===== src/rtl/z8_trace_buffer.sv =====
// ============================================================================
// Module   : z8_trace_buffer
// Brief    : Instruction trace capture into a circular RAM. Capture starts on
//            arm, stops POST_TRIG samples after a PC-match trigger, and is read
//            back oldest-first through a registered read port.
// Options  : `define TRACE_FLAGS_EN to store the retire flags with each entry
//            (entry = {flags, pc, instr}); otherwise entry = {pc, instr}.
// Revision : 1.0 - initial release
// ============================================================================
`default_nettype none

module z8_trace_buffer #(
    parameter int DEPTH     = 64,
    parameter int PC_W      = 16,
    parameter int POST_TRIG = 16,
    parameter int AW        = $clog2(DEPTH),
`ifdef TRACE_FLAGS_EN
    localparam int EW       = PC_W + 16
`else
    localparam int EW       = PC_W + 8
`endif
) (
    input  logic            clk,
    input  logic            reset_n,
    input  logic            sample_valid,
    input  logic [PC_W-1:0] sample_pc,
    input  logic [7:0]      sample_instr,
    input  logic [7:0]      sample_flags,
    input  logic            arm,
    input  logic            trig_en,
    input  logic [PC_W-1:0] trig_pc,
    input  logic [AW-1:0]   rd_addr,
    output logic [EW-1:0]   rd_data,
    output logic [1:0]      state,
    output logic [AW:0]     count,
    output logic [AW-1:0]   trig_index
);

    typedef enum logic [1:0] {
        IDLE  = 2'd0,
        ARMED = 2'd1,
        POST  = 2'd2,
        DONE  = 2'd3
    } state_t;

    localparam logic [AW:0]   C_COUNT_MAX = (AW+1)'(DEPTH);
    localparam logic [AW-1:0] C_PTR_LAST  = AW'(DEPTH - 1);
    localparam logic [AW-1:0] C_POST_INIT = AW'(POST_TRIG);

    state_t          cur_state;
    state_t          nxt_state;
    logic [AW-1:0]   wr_ptr;
    logic            wrapped;
    logic [AW-1:0]   post_cnt;
    logic [AW-1:0]   post_cnt_nxt;
    logic [AW-1:0]   trig_pos;
    logic [EW-1:0]   mem [DEPTH];

    logic            capturing;
    logic            wr_en;
    logic            trig_hit;
    logic [EW-1:0]   entry;
    logic [AW-1:0]   oldest;
    logic [AW-1:0]   rd_phys;

`ifdef TRACE_FLAGS_EN
    assign entry = {sample_flags, sample_pc, sample_instr};
`else
    assign entry = {sample_pc, sample_instr};
    logic unused_flags;
    assign unused_flags = ^sample_flags;
`endif

    // A sample coincident with arm is dropped: arm restarts capture from empty.
    assign capturing = (cur_state == ARMED) || (cur_state == POST);
    assign wr_en     = sample_valid && !arm && capturing;
    assign trig_hit  = wr_en && (cur_state == ARMED) && trig_en && (sample_pc == trig_pc);

    // Until the first wrap the oldest entry is slot 0; afterwards it is the
    // slot about to be overwritten.
    assign oldest     = wrapped ? wr_ptr : '0;
    assign rd_phys    = oldest + rd_addr;
    assign trig_index = trig_pos - oldest;
    assign state      = cur_state;

    // State register.
    always_ff @(posedge clk or negedge reset_n) begin
        if (!reset_n) begin
            cur_state <= IDLE;
            post_cnt  <= '0;
        end else begin
            cur_state <= nxt_state;
            post_cnt  <= post_cnt_nxt;
        end
    end

    // Next-state logic: arm overrides everything, trigger only in ARMED.
    always_comb begin
        nxt_state    = cur_state;
        post_cnt_nxt = post_cnt;
        if (arm) begin
            nxt_state = ARMED;
        end else begin
            case (cur_state)
                ARMED: begin
                    if (trig_hit) begin
                        if (POST_TRIG == 0) begin
                            nxt_state = DONE;
                        end else begin
                            nxt_state    = POST;
                            post_cnt_nxt = C_POST_INIT;
                        end
                    end
                end
                POST: begin
                    if (wr_en) begin
                        post_cnt_nxt = post_cnt - 1'b1;
                        if (post_cnt == AW'(1)) begin
                            nxt_state = DONE;
                        end
                    end
                end
                default: begin
                    nxt_state = cur_state;
                end
            endcase
        end
    end

    // Write pointer, fill count, wrap flag and trigger position.
    always_ff @(posedge clk or negedge reset_n) begin
        if (!reset_n) begin
            wr_ptr   <= '0;
            count    <= '0;
            wrapped  <= 1'b0;
            trig_pos <= '0;
        end else if (arm) begin
            wr_ptr  <= '0;
            count   <= '0;
            wrapped <= 1'b0;
        end else if (wr_en) begin
            wr_ptr <= wr_ptr + 1'b1;
            if (count != C_COUNT_MAX) begin
                count <= count + 1'b1;
            end
            if (wr_ptr == C_PTR_LAST) begin
                wrapped <= 1'b1;
            end
            if (trig_hit) begin
                trig_pos <= wr_ptr;
            end
        end
    end

    // Trace RAM write port; contents are deliberately not reset.
    always_ff @(posedge clk) begin
        if (wr_en) begin
            mem[wr_ptr] <= entry;
        end
    end

    // Registered read port, logical index translated to physical slot.
    always_ff @(posedge clk or negedge reset_n) begin
        if (!reset_n) begin
            rd_data <= '0;
        end else begin
            rd_data <= mem[rd_phys];
        end
    end

endmodule

`default_nettype wire


===== config.mk =====
export PLATFORM = sky130hd
export DESIGN_NAME = z8_trace_buffer
export DESIGN_NICKNAME = d
export VERILOG_FILES = /design/src/rtl/z8_trace_buffer.sv
export SDC_FILE = /design/constraint.sdc
export NUM_CORES = 1
export LEC_CHECK = 0
export ABC_CLOCK_PERIOD_IN_PS = 3310
export BUFFER_PORTS_ARGS = -buffer_cell sky130_fd_sc_hd__buf_2
export CORE_MARGIN = 2
export CORE_UTILIZATION = 30
export CTS_BUF_LIST = sky130_fd_sc_hd__clkbuf_4 sky130_fd_sc_hd__clkbuf_8
export CTS_CLUSTER_SIZE = 30
export DETAILED_ROUTE_END_ITERATION = 7
export PLACE_DENSITY = 0.43
export RECOVER_POWER = 100
export SLEW_MARGIN = 20
export SYNTH_ARGS = -nofsm -noshare
export SYNTH_HDL_FRONTEND = slang
export SYNTH_SLANG_ARGS = --single-unit
export TNS_END_PERCENT = 30

===== constraint.sdc =====
create_clock -name clk -period 3.31 [get_ports clk]
set_clock_uncertainty 0.1 [all_clocks]
set_input_delay 0.331 -clock clk [delete_from_list [all_inputs] [get_ports clk]]
set_output_delay 0.331 -clock clk [all_outputs]
set_load 0.1 [all_outputs]

==> results.txt, run 1 <==
----------------------------------------------------
[STA]
  Slew at the pin closest to its max-slew limit ... 2.996 ns
  Count of endpoints failing setup in the final report ... 28
  Portion of the clock cycle consumed by the worst path in the final layout ... 114.9%
  Final hold viol count ... 0
  Final Max Slew Viols ... 692
  Hold slack ... 0.1555 ns
  Final Worst Setup Slack ... -0.4933 ns
  Final TNS setup ... -10.70 ns
  Post-layout min period ... 3.803 ns
  Unrepaired setup endpoints after global routing ... yes
  Slew HR ... -99.72%
  Max frequency ... 262.9 MHz

[Flow run]
  Maxcap violations ... 15

[Clock network]
  TritonCTS clock tree ... yes
  Root buffer cell ... sky130_fd_sc_hd__clkbuf_8
  TritonCTS Buffers ... 294
  Clock tree sinks ... 1588
  Clock latency of the later-clocked register in the worst-skew pair ... 1.00 ns
  Clock slew at the register clock pins of the worst setup and hold paths ... 0.06 ns
  Buffers from clock root to sink, at most ... 4
  Number of H-tree branching levels ... 5

[Critical path]
  Worst path buffer plus inverter count ... 6
  Kind of cell adding the most delay to the critical path ... adder cells
  CP peak stage delay ... 0.87 ns
  CP max stage cell ... sky130_fd_sc_hd__fa_4
  Crit-path most repeated cell ... sky130_fd_sc_hd__buf_16
  Worst setup path category ... register to register
  Critical path depth ... 14
  CP Data Required Time ... 4.06 ns
  Worst Setup SP ... wr_ptr[0]
  Worst Reg-to-Reg Cells ... 14
  Critical path cell sequence ... and2_4 -> ha_4 -> inv_2 -> fa_4 -> buf_16 -> buf_12 -> buf_16 -> buf_16 -> mux4_2 -> a2111oi_4 -> buf_4 -> a31oi_1 -> mux2i_1 -> mux2i_1
  Reg-to-reg critical path endpoint ... rd_data[11]
  Launch point of the worst reg-to-reg path ... wr_ptr[0]
  Critical path data arrival time ... 4.55 ns
  Startpoint Class ... register
  Highest net fanout along the worst path ... 10
  Register-to-register setup slack ... -0.49 ns
  Worst setup path endpoint ... rd_data[11]
  Sort of element at the end of the critical path ... register

[Outcome]
  Violations in the final reports ... capacitance limit, slew limit, setup timing
  Outcome ... finished, violations left

[Placed design]
  Routability-driven placement congestion ratio ... 0.7779
  Count of buffers from port buffering ... 89
  Area post-placement ... 69860 um2
  Placed cell count ... 6034
  Final HPWL from detailed placement ... 115900 um

[Floorplan]
  DIE HEIGHT ... 458.7 um
  IO Pins ... 98
  Die footprint ... 210400 um2
  # rows ... 166
  Initial Utilization ... 30.25%
  Core ar. ... 205000 um2
  Die extent in x ... 458.7 um

[Cells and area]
  Total number of nets in the final design ... 3802
  Number of inserted filler cells in the final layout ... 18690
  Post-route cell area ... 77420 um2
  Layout cell share with drive strength beyond 1 ... 38.47%
  Filler-free cell count of the finished design ... 6622
  Final core utilization ... 37.76%
  Layout Area Growth over Synthesis ... 24.84%

[Logic synthesis]
  Number of different library cells in the post-synthesis netlist ... 49
  FFs w/ async S/R, synth ... 3.275%
  Main flop type after synthesis ... sky130_fd_sc_hd__edfxtp_1
  Flops & latches, synth ... 1588
  Netlist area before placement ... 62010 um2
  Gate count after technology mapping ... 2972
  Post-synth EDFFs ... 1536
  Mean instance size in the synthesized netlist ... 20.87 um2
  Yosys warning total ... 0
  Sequential area share after synthesis ... 76.48%
  Total nets after synthesis ... 3050

[Global routing]
  Maximum number of pins on one net before global-route repair ... 65
  Aggregate global-route resource usage ... 17.72%
  Antenna violations before repair ... 20
  Gr ovfl total ... 0
  First-pass GRT wire length ... 265000 um
  Number of global-route vias before repair ... 35780

[Power]
  Maximum resistive drop on vdd ... 414.4 uV
  Static Leakage ... 25.30 nW
  Pwr dens ... 564.8 nW/um2

[Min path]
  Source of the worst hold timing path ... trig_pc[14]
  Hold/Removal Path Class ... input port to register

[Route]
  WL/cell ... 28.16 um
  Total routed wirelength ... 186500 um
  TritonRoute pass-1 iters ... 7
  Routed vias/inst ... 5.018
  Via count ... 33230
  Post-detailed-route DRC marker count ... 0
  Number of design-rule violations left by the first detailed-router iteration ... 3037
  Number of nets with antenna violations after detailed routing ... 0

----------------------------------------------------
-- cells in the final DEF (no fill, tap or decap), drive strengths merged, types with 84 or more instances in the layout --
cell type | Yosys | routed
edfxtp | 1536 | 1536
nor2 | 84 | 84
and2 | 97 | 97
clkbuf | 95 | 550
mux4 | 384 | 384
nand2 | 215 | 215
clkinv | 0 | 111
buf | 84 | 415
a31oi | 98 | 98
a2111oi | 97 | 97
-- power by group --
part / switching [W] / total, W / internal [W]
clock: 0.00804 / 0.0179 / 0.00990
combinational: 0.00216 / 0.00350 / 0.00134
sequential: 0.0000853 / 0.0223 / 0.0222
total: 0.0103 / 0.0437 / 0.0334
-- worst min-delay path by stage --
stage / to / slack, ns / depth (start not counted)
after global placement: post_cnt[4] / 0.30 / 2
after global routing: count[4] / 0.14 / 3
after CTS: mem[32][19] / 0.004 / 2
final: post_cnt[1] / 0.16 / 7
after floorplan: count[0] / -0.06 / 0
after detailed placement: post_cnt[5] / 0.31 / 2
-- per-stage QoR --
step | power (W) | worst slack [ns]
2_1_floorplan | 0.02421 | -0.2644
3_5_place_dp | 0.02582 | -1.142
5_1_grt | 0.04540 | -0.6208
6_report | 0.04373 | -0.4933
4_1_cts | 0.04431 | -0.5398
3_3_place_gp | 0.02577 | -1.299
-- metal layers --
layer  routed length [um]  share of wire (%)  global-route usage, %
met1                79570                 43                  23.54
met2                91050                 49                  29.23
met3                10560                5.7                  3.438
met4                 5277                2.8                  5.651
met5                   23              0.012                      0
-- area by class of cell --
class                      instances  area, um2  share of cell area, %
antenna                            9      22.52                0.02909
clock buffer                     370       4673                  6.036
timing repair buffer             635       5567                  7.190
clock inverter                   127      787.0                  1.017
multi-input combinational       1183      15500                  20.02
inverter                          22      82.58                 0.1067
tap                             2688       3363                  4.344
sequential                      1588      47430                  61.26
-- repair_timing --
action	CTS	global route
pin swaps	37	43
setup endpoints to repair	29	34
hold endpoints to repair	697	64
cloned	15	0
gates resized for setup	289	107
hold buffers	34	1
buffers inserted	45	10
-- cells by family (layout without fill, tap and decap cells) --
kind of cell	Yosys count	in the layout	synth area share [%]
simple gates	435	435	3.202
other cells	0	9	0
mux	464	464	15.25
buf+inv	201	1154	1.455
fa+ha+maj	19	19	0.4076
compound gates	230	230	2.716
flops	1588	1588	76.48
xor+xnor	35	35	0.4943
-- tightest hold or removal path, stage by stage --
cell,delay [ns]
sky130_fd_sc_hd__buf_2,0.09
sky130_fd_sc_hd__xnor2_1,0.07
sky130_fd_sc_hd__nand4_1,0.08
sky130_fd_sc_hd__nor3_1,0.09
sky130_fd_sc_hd__nor2_1,0.34
sky130_fd_sc_hd__nand2_1,0.09
sky130_fd_sc_hd__o21ai_0,0.07
-- cell usage after synthesis (5+ instances only) --
master	n	area [um2]
sky130_fd_sc_hd__buf_4	5	37.54
sky130_fd_sc_hd__buf_6	9	101.4
sky130_fd_sc_hd__a21o_1	6	45.04
sky130_fd_sc_hd__and2_0	24	150.1
sky130_fd_sc_hd__xnor2_1	12	105.1
sky130_fd_sc_hd__a31oi_1	98	613.1
sky130_fd_sc_hd__xor2_1	23	201.4
sky130_fd_sc_hd__ha_1	17	212.7
sky130_fd_sc_hd__o21ai_0	10	50.05
sky130_fd_sc_hd__inv_1	22	82.58
sky130_fd_sc_hd__mux4_2	384	8648
sky130_fd_sc_hd__nor2_1	84	315.3
sky130_fd_sc_hd__edfxtp_1	1536	46120
sky130_fd_sc_hd__a2111oi_0	97	849.6
sky130_fd_sc_hd__nand3_1	7	35.03
sky130_fd_sc_hd__buf_1	21	78.83
sky130_fd_sc_hd__mux2_2	5	56.30
sky130_fd_sc_hd__clkbuf_1	95	356.6
sky130_fd_sc_hd__nand2_1	215	807.0
sky130_fd_sc_hd__buf_2	49	245.2
sky130_fd_sc_hd__and2_1	73	456.7
sky130_fd_sc_hd__dfrtp_1	52	1301
sky130_fd_sc_hd__mux2i_1	75	750.7
sky130_fd_sc_hd__a21oi_1	8	40.04
-- sequential cells by signal, indices dropped and copies added (netlist names) --
register	count
mem	1536
trig_pos	6
wrapped	1
wr_ptr	6
rd_data	24
count	7
post_cnt	6
state	2
(Power assumes the default switching activity.)
==> run 2, diff against run 1 <==
==> constraint.sdc (replaced) <==
create_clock -name clk -period 3.31 [get_ports clk]
set_clock_uncertainty 0.1 [all_clocks]
set_input_delay 0.331 -clock clk [delete_from_list [all_inputs] [get_ports clk]]
set_output_delay 0.331 -clock clk [all_outputs]
set_load 0.01 [all_outputs]
==> run 2 against run 1 <==
  * The run still ends with capacitance limit, slew limit, setup timing left
  * Sequential cell count did not move
  * Setup slack worse by 0.084 ns
  * Combinational power down 8.9%
  * Worst hold slack improved by 0.024 ns
  * Via count fell by 0.35%
  * Cell count shrank 0.66%
  * Global-route usage rose by 0.59 points
  * Critical path depth rose by 1
  * Total power decreased by 2.0%
  * Cell area decreased by 1.4%
  * Core utilization is 0.52 points lower
  * Fmax down 2.2%
  * Largest cell class unchanged
  * Largest power group unchanged
==> results.txt, run 2 (synthesized netlist as in run 1, its figures left out) <==
----------------------------------------------------
[Power]
  Overall power after layout ... 0.04283 W (-2.0%)
  Pwr dens ... 561.0 nW/um2 (-0.68%)
  Clock network power share ... 40.5% (-0.5 points)
  Fraction of power spent switching nets ... 23.45% (-0.068 points)
  Cell-internal power ... 0.03279 W (-2.0%)
  Part of the total power dissipated in sequential elements ... 52.1% (+1.1 points)
  Switching power ... 0.01005 W (-2.3%)
  Static Leakage ... 24.80 nW (-2.0%)
  Logic gate share of total power ... 7.5% (-0.5 points)
  Maximum resistive drop on vdd ... 413.3 uV (-0.26%)

[Critical path]
  CP max stage cell ... sky130_fd_sc_hd__fa_4
  Worst Reg-to-Reg Cells ... 15 (+1)
  Worst path buffer plus inverter count ... 6 (unchanged)
  Highest net fanout along the worst path ... 9 (-1)
  Critical path data arrival time ... 4.64 ns (+0.09 ns)
  Critical path cell sequence ... and2_4 -> ha_4 -> inv_2 -> fa_4 -> buf_12 -> buf_16 -> buf_12 -> buf_12 -> mux4_2 -> and2_4 -> a2111oi_4 -> buf_4 -> a31oi_2 -> mux2i_4 -> mux2i_1
  Worst Setup SP ... wr_ptr[0]
  Kind of cell adding the most delay to the critical path ... adder cells
  Launch point of the worst reg-to-reg path ... wr_ptr[0]
  Worst setup path endpoint ... rd_data[21]
  Crit-path most repeated cell ... sky130_fd_sc_hd__buf_12
  CP peak stage delay ... 0.84 ns (-0.03 ns)
  Register-to-register setup slack ... -0.58 ns (-0.08 ns)
  Reg-to-reg critical path endpoint ... rd_data[21]
  Startpoint Class ... register
  Sort of element at the end of the critical path ... register
  CP Data Required Time ... 4.06 ns (about the same)
  Critical path depth ... 15 (+1)
  Worst setup path category ... register to register

[Route]
  Routed vias/inst ... 5.034 (+0.32%)
  Total routed wirelength ... 194200 um (+4.1%)
  WL/cell ... 29.52 um (+4.8%)
  TritonRoute pass-1 iters ... 5 (-2)
  Number of design-rule violations left by the first detailed-router iteration ... 3079 (+1.4%)
  Post-detailed-route DRC marker count ... 0 (unchanged)
  Via count ... 33110 (-0.35%)
  Number of nets with antenna violations after detailed routing ... 0 (unchanged)

[Floorplan]
  Die footprint ... 210400 um2 (unchanged)
  IO Pins ... 98 (unchanged)
  # rows ... 166 (unchanged)
  Die extent in x ... 458.7 um (unchanged)
  Core ar. ... 205000 um2 (unchanged)
  DIE HEIGHT ... 458.7 um (unchanged)
  Initial Utilization ... 30.25% (unchanged)

[Global routing]
  Layer with the highest usage after global routing ... met2
  Gr ovfl total ... 0 (unchanged)
  Global routing usage on met1 ... 24.24% (+0.70 points)
  Global routing met2 resource utilization ... 30.03% (+0.80 points)
  Number of global-route vias before repair ... 35190 (-1.6%)
  Met3 usage ... 3.621% (+0.18 points)
  Aggregate global-route resource usage ... 18.31% (+0.59 points)
  Maximum number of pins on one net before global-route repair ... 65 (unchanged)
  Antenna violations before repair ... 13 (-35%)
  First-pass GRT wire length ... 269700 um (+1.8%)

[Outcome]
  Violations in the final reports ... capacitance limit, slew limit, setup timing
  Outcome ... finished, violations left

[Cells and area]
  Max reg flops ... 1536 (unchanged)
  Final core utilization ... 37.25% (-0.52 points)
  Layout Area Growth over Synthesis ... 23.13%
  Largest reg by FF count ... mem
  Most common library cell in the layout ignoring fill and taps ... sky130_fd_sc_hd__edfxtp_1
  Regs by FF count ... mem (1536), rd_data (24), count (7)
  Area taken by flip-flops and latches ... 47430 um2 (unchanged)
  Layout cell share with drive strength beyond 1 ... 37.42% (-1.1 points)
  Total number of nets in the final design ... 3768 (-0.89%)
  Filler-free cell count of the finished design ... 6578 (-0.66%)
  Most frequent cells in the layout ... sky130_fd_sc_hd__edfxtp_1, sky130_fd_sc_hd__mux4_2, sky130_fd_sc_hd__clkbuf_8
  Total area of multi-input combinational cells ... 15130 um2 (-2.3%)
  Number of inserted filler cells in the final layout ... 18790 (+0.51%)

[Clock network]
  Clock latency of the later-clocked register in the worst-skew pair ... 1.00 ns (about the same)
  Number of H-tree branching levels ... 5 (unchanged)
  Buffers from clock root to sink, at most ... 4 (unchanged)
  TritonCTS clock tree ... yes
  Clock slew at the register clock pins of the worst setup and hold paths ... 0.06 ns (about the same)
  Clock tree sinks ... 1588 (unchanged)
  Root buffer cell ... sky130_fd_sc_hd__clkbuf_8
  TritonCTS Buffers ... 291 (-1.0%)

[Min path]
  Hold/Removal Path Class ... input port to register

[Placed design]
  Placed cell count ... 6023 (-0.18%)
  Routability-driven placement congestion ratio ... 0.8017 (+3.1%)
  Final HPWL from detailed placement ... 121400 um (+4.8%)
  Count of buffers from port buffering ... 89 (unchanged)

[STA]
  Post-layout min period ... 3.888 ns (+0.08436 ns)
  Final hold viol count ... 0 (unchanged)
  Slew HR ... -91.10% (+8.6 points)
  Final Worst Setup Slack ... -0.5777 ns (-0.08436 ns)
  Slew at the pin closest to its max-slew limit ... 2.867 ns (-0.1293 ns)
  Max frequency ... 257.2 MHz (-2.2%)
  Count of endpoints failing setup in the final report ... 79 (+180%)
  Final Max Slew Viols ... 1050 (+52%)
  Portion of the clock cycle consumed by the worst path in the final layout ... 117.5% (+2.5 points)
  Unrepaired setup endpoints after global routing ... yes

[Flow run]
  Maxcap violations ... 24 (+9)

----------------------------------------------------
[run 2: power groups by stage]
stage | Combinational (W) | Sequential, W | Clock, W
5_1_grt | 0.00338 | 0.0223 | 0.0187
2_1_floorplan | 0.00120 | 0.0227 | 0
4_1_cts | 0.00322 | 0.0223 | 0.0179
3_3_place_gp | 0.00292 | 0.0227 | 0
3_5_place_dp | 0.00298 | 0.0227 | 0
6_report | 0.00319 | 0.0223 | 0.0173
[run 2: repair_timing]
item / 4_1_cts / 5_1_grt
endpoints found under the setup margin: 26 / 33
hold endpoints to repair: 711 / 48
pin swaps: 14 / 22
resized for setup: 202 / 111
hold buffers: 33 / 1
buffers inserted: 20 / 4
cloned: 3 / 1
[run 2: cell type report]
cell class | instances | area share [%]
Clock inverter | 110 | 0.7472
Tap cell | 2688 | 4.405
Sequential cell | 1588 | 62.11
Multi-Input combinational cell | 1183 | 19.82
Clock buffer | 371 | 6.057
Inverter | 22 | 0.1082
Timing Repair Buffer | 604 | 6.712
Antenna cell | 12 | 0.03933
[run 2: metrics by stage]
stage	area (um2)	setup slack [ns]	TNS, ns	hold WS [ns]
after detailed placement	69800	-1.417	-22.00	0.3804
after CTS	76560	-0.6037	-12.64	0.01656
after floorplan	62020	-0.01069	-0.1758	-0.06459
after global routing	76330	-0.6935	-34.06	0.1228
final	76350	-0.5777	-12.98	0.1796
after global placement	69780	-1.537	-23.28	0.3591
[run 2: how the worst min path moves through the flow]
stage                         start    endpoint  slack, ns  cells after the start
floorplan                   reset_n    count[0]      -0.06                      0
global placement            reset_n    count[0]       0.36                      1
detailed placement          reset_n    count[0]       0.38                      1
CTS                 sample_instr[6]  mem[29][6]       0.02                      1
global route                    arm   wr_ptr[2]       0.12                      3
finish                          arm   wr_ptr[5]       0.18                      3
[run 2: worst reg2reg max path: stages (launching register included)]
cell	delay, ns
sky130_fd_sc_hd__dfrtp_1	0.36
sky130_fd_sc_hd__and2_4	0.17
sky130_fd_sc_hd__ha_4	0.13
sky130_fd_sc_hd__inv_2	0.04
sky130_fd_sc_hd__fa_4	0.84
sky130_fd_sc_hd__buf_12	0.18
sky130_fd_sc_hd__buf_16	0.17
sky130_fd_sc_hd__buf_12	0.14
sky130_fd_sc_hd__buf_12	0.15
sky130_fd_sc_hd__mux4_2	0.29
sky130_fd_sc_hd__and2_4	0.20
sky130_fd_sc_hd__a2111oi_4	0.39
sky130_fd_sc_hd__buf_4	0.18
sky130_fd_sc_hd__a31oi_2	0.04
sky130_fd_sc_hd__mux2i_4	0.25
sky130_fd_sc_hd__mux2i_1	0.12
[run 2: routing by layer]
metal / vias up / share of wire (%) / wire length, um
met4: 2 / 3.3 / 6428
met3: 328 / 5.6 / 10960
li1: 13780 / - / -
met5: - / 0.010 / 20
met1: 17950 / 43 / 82710
met2: 1054 / 48 / 94080
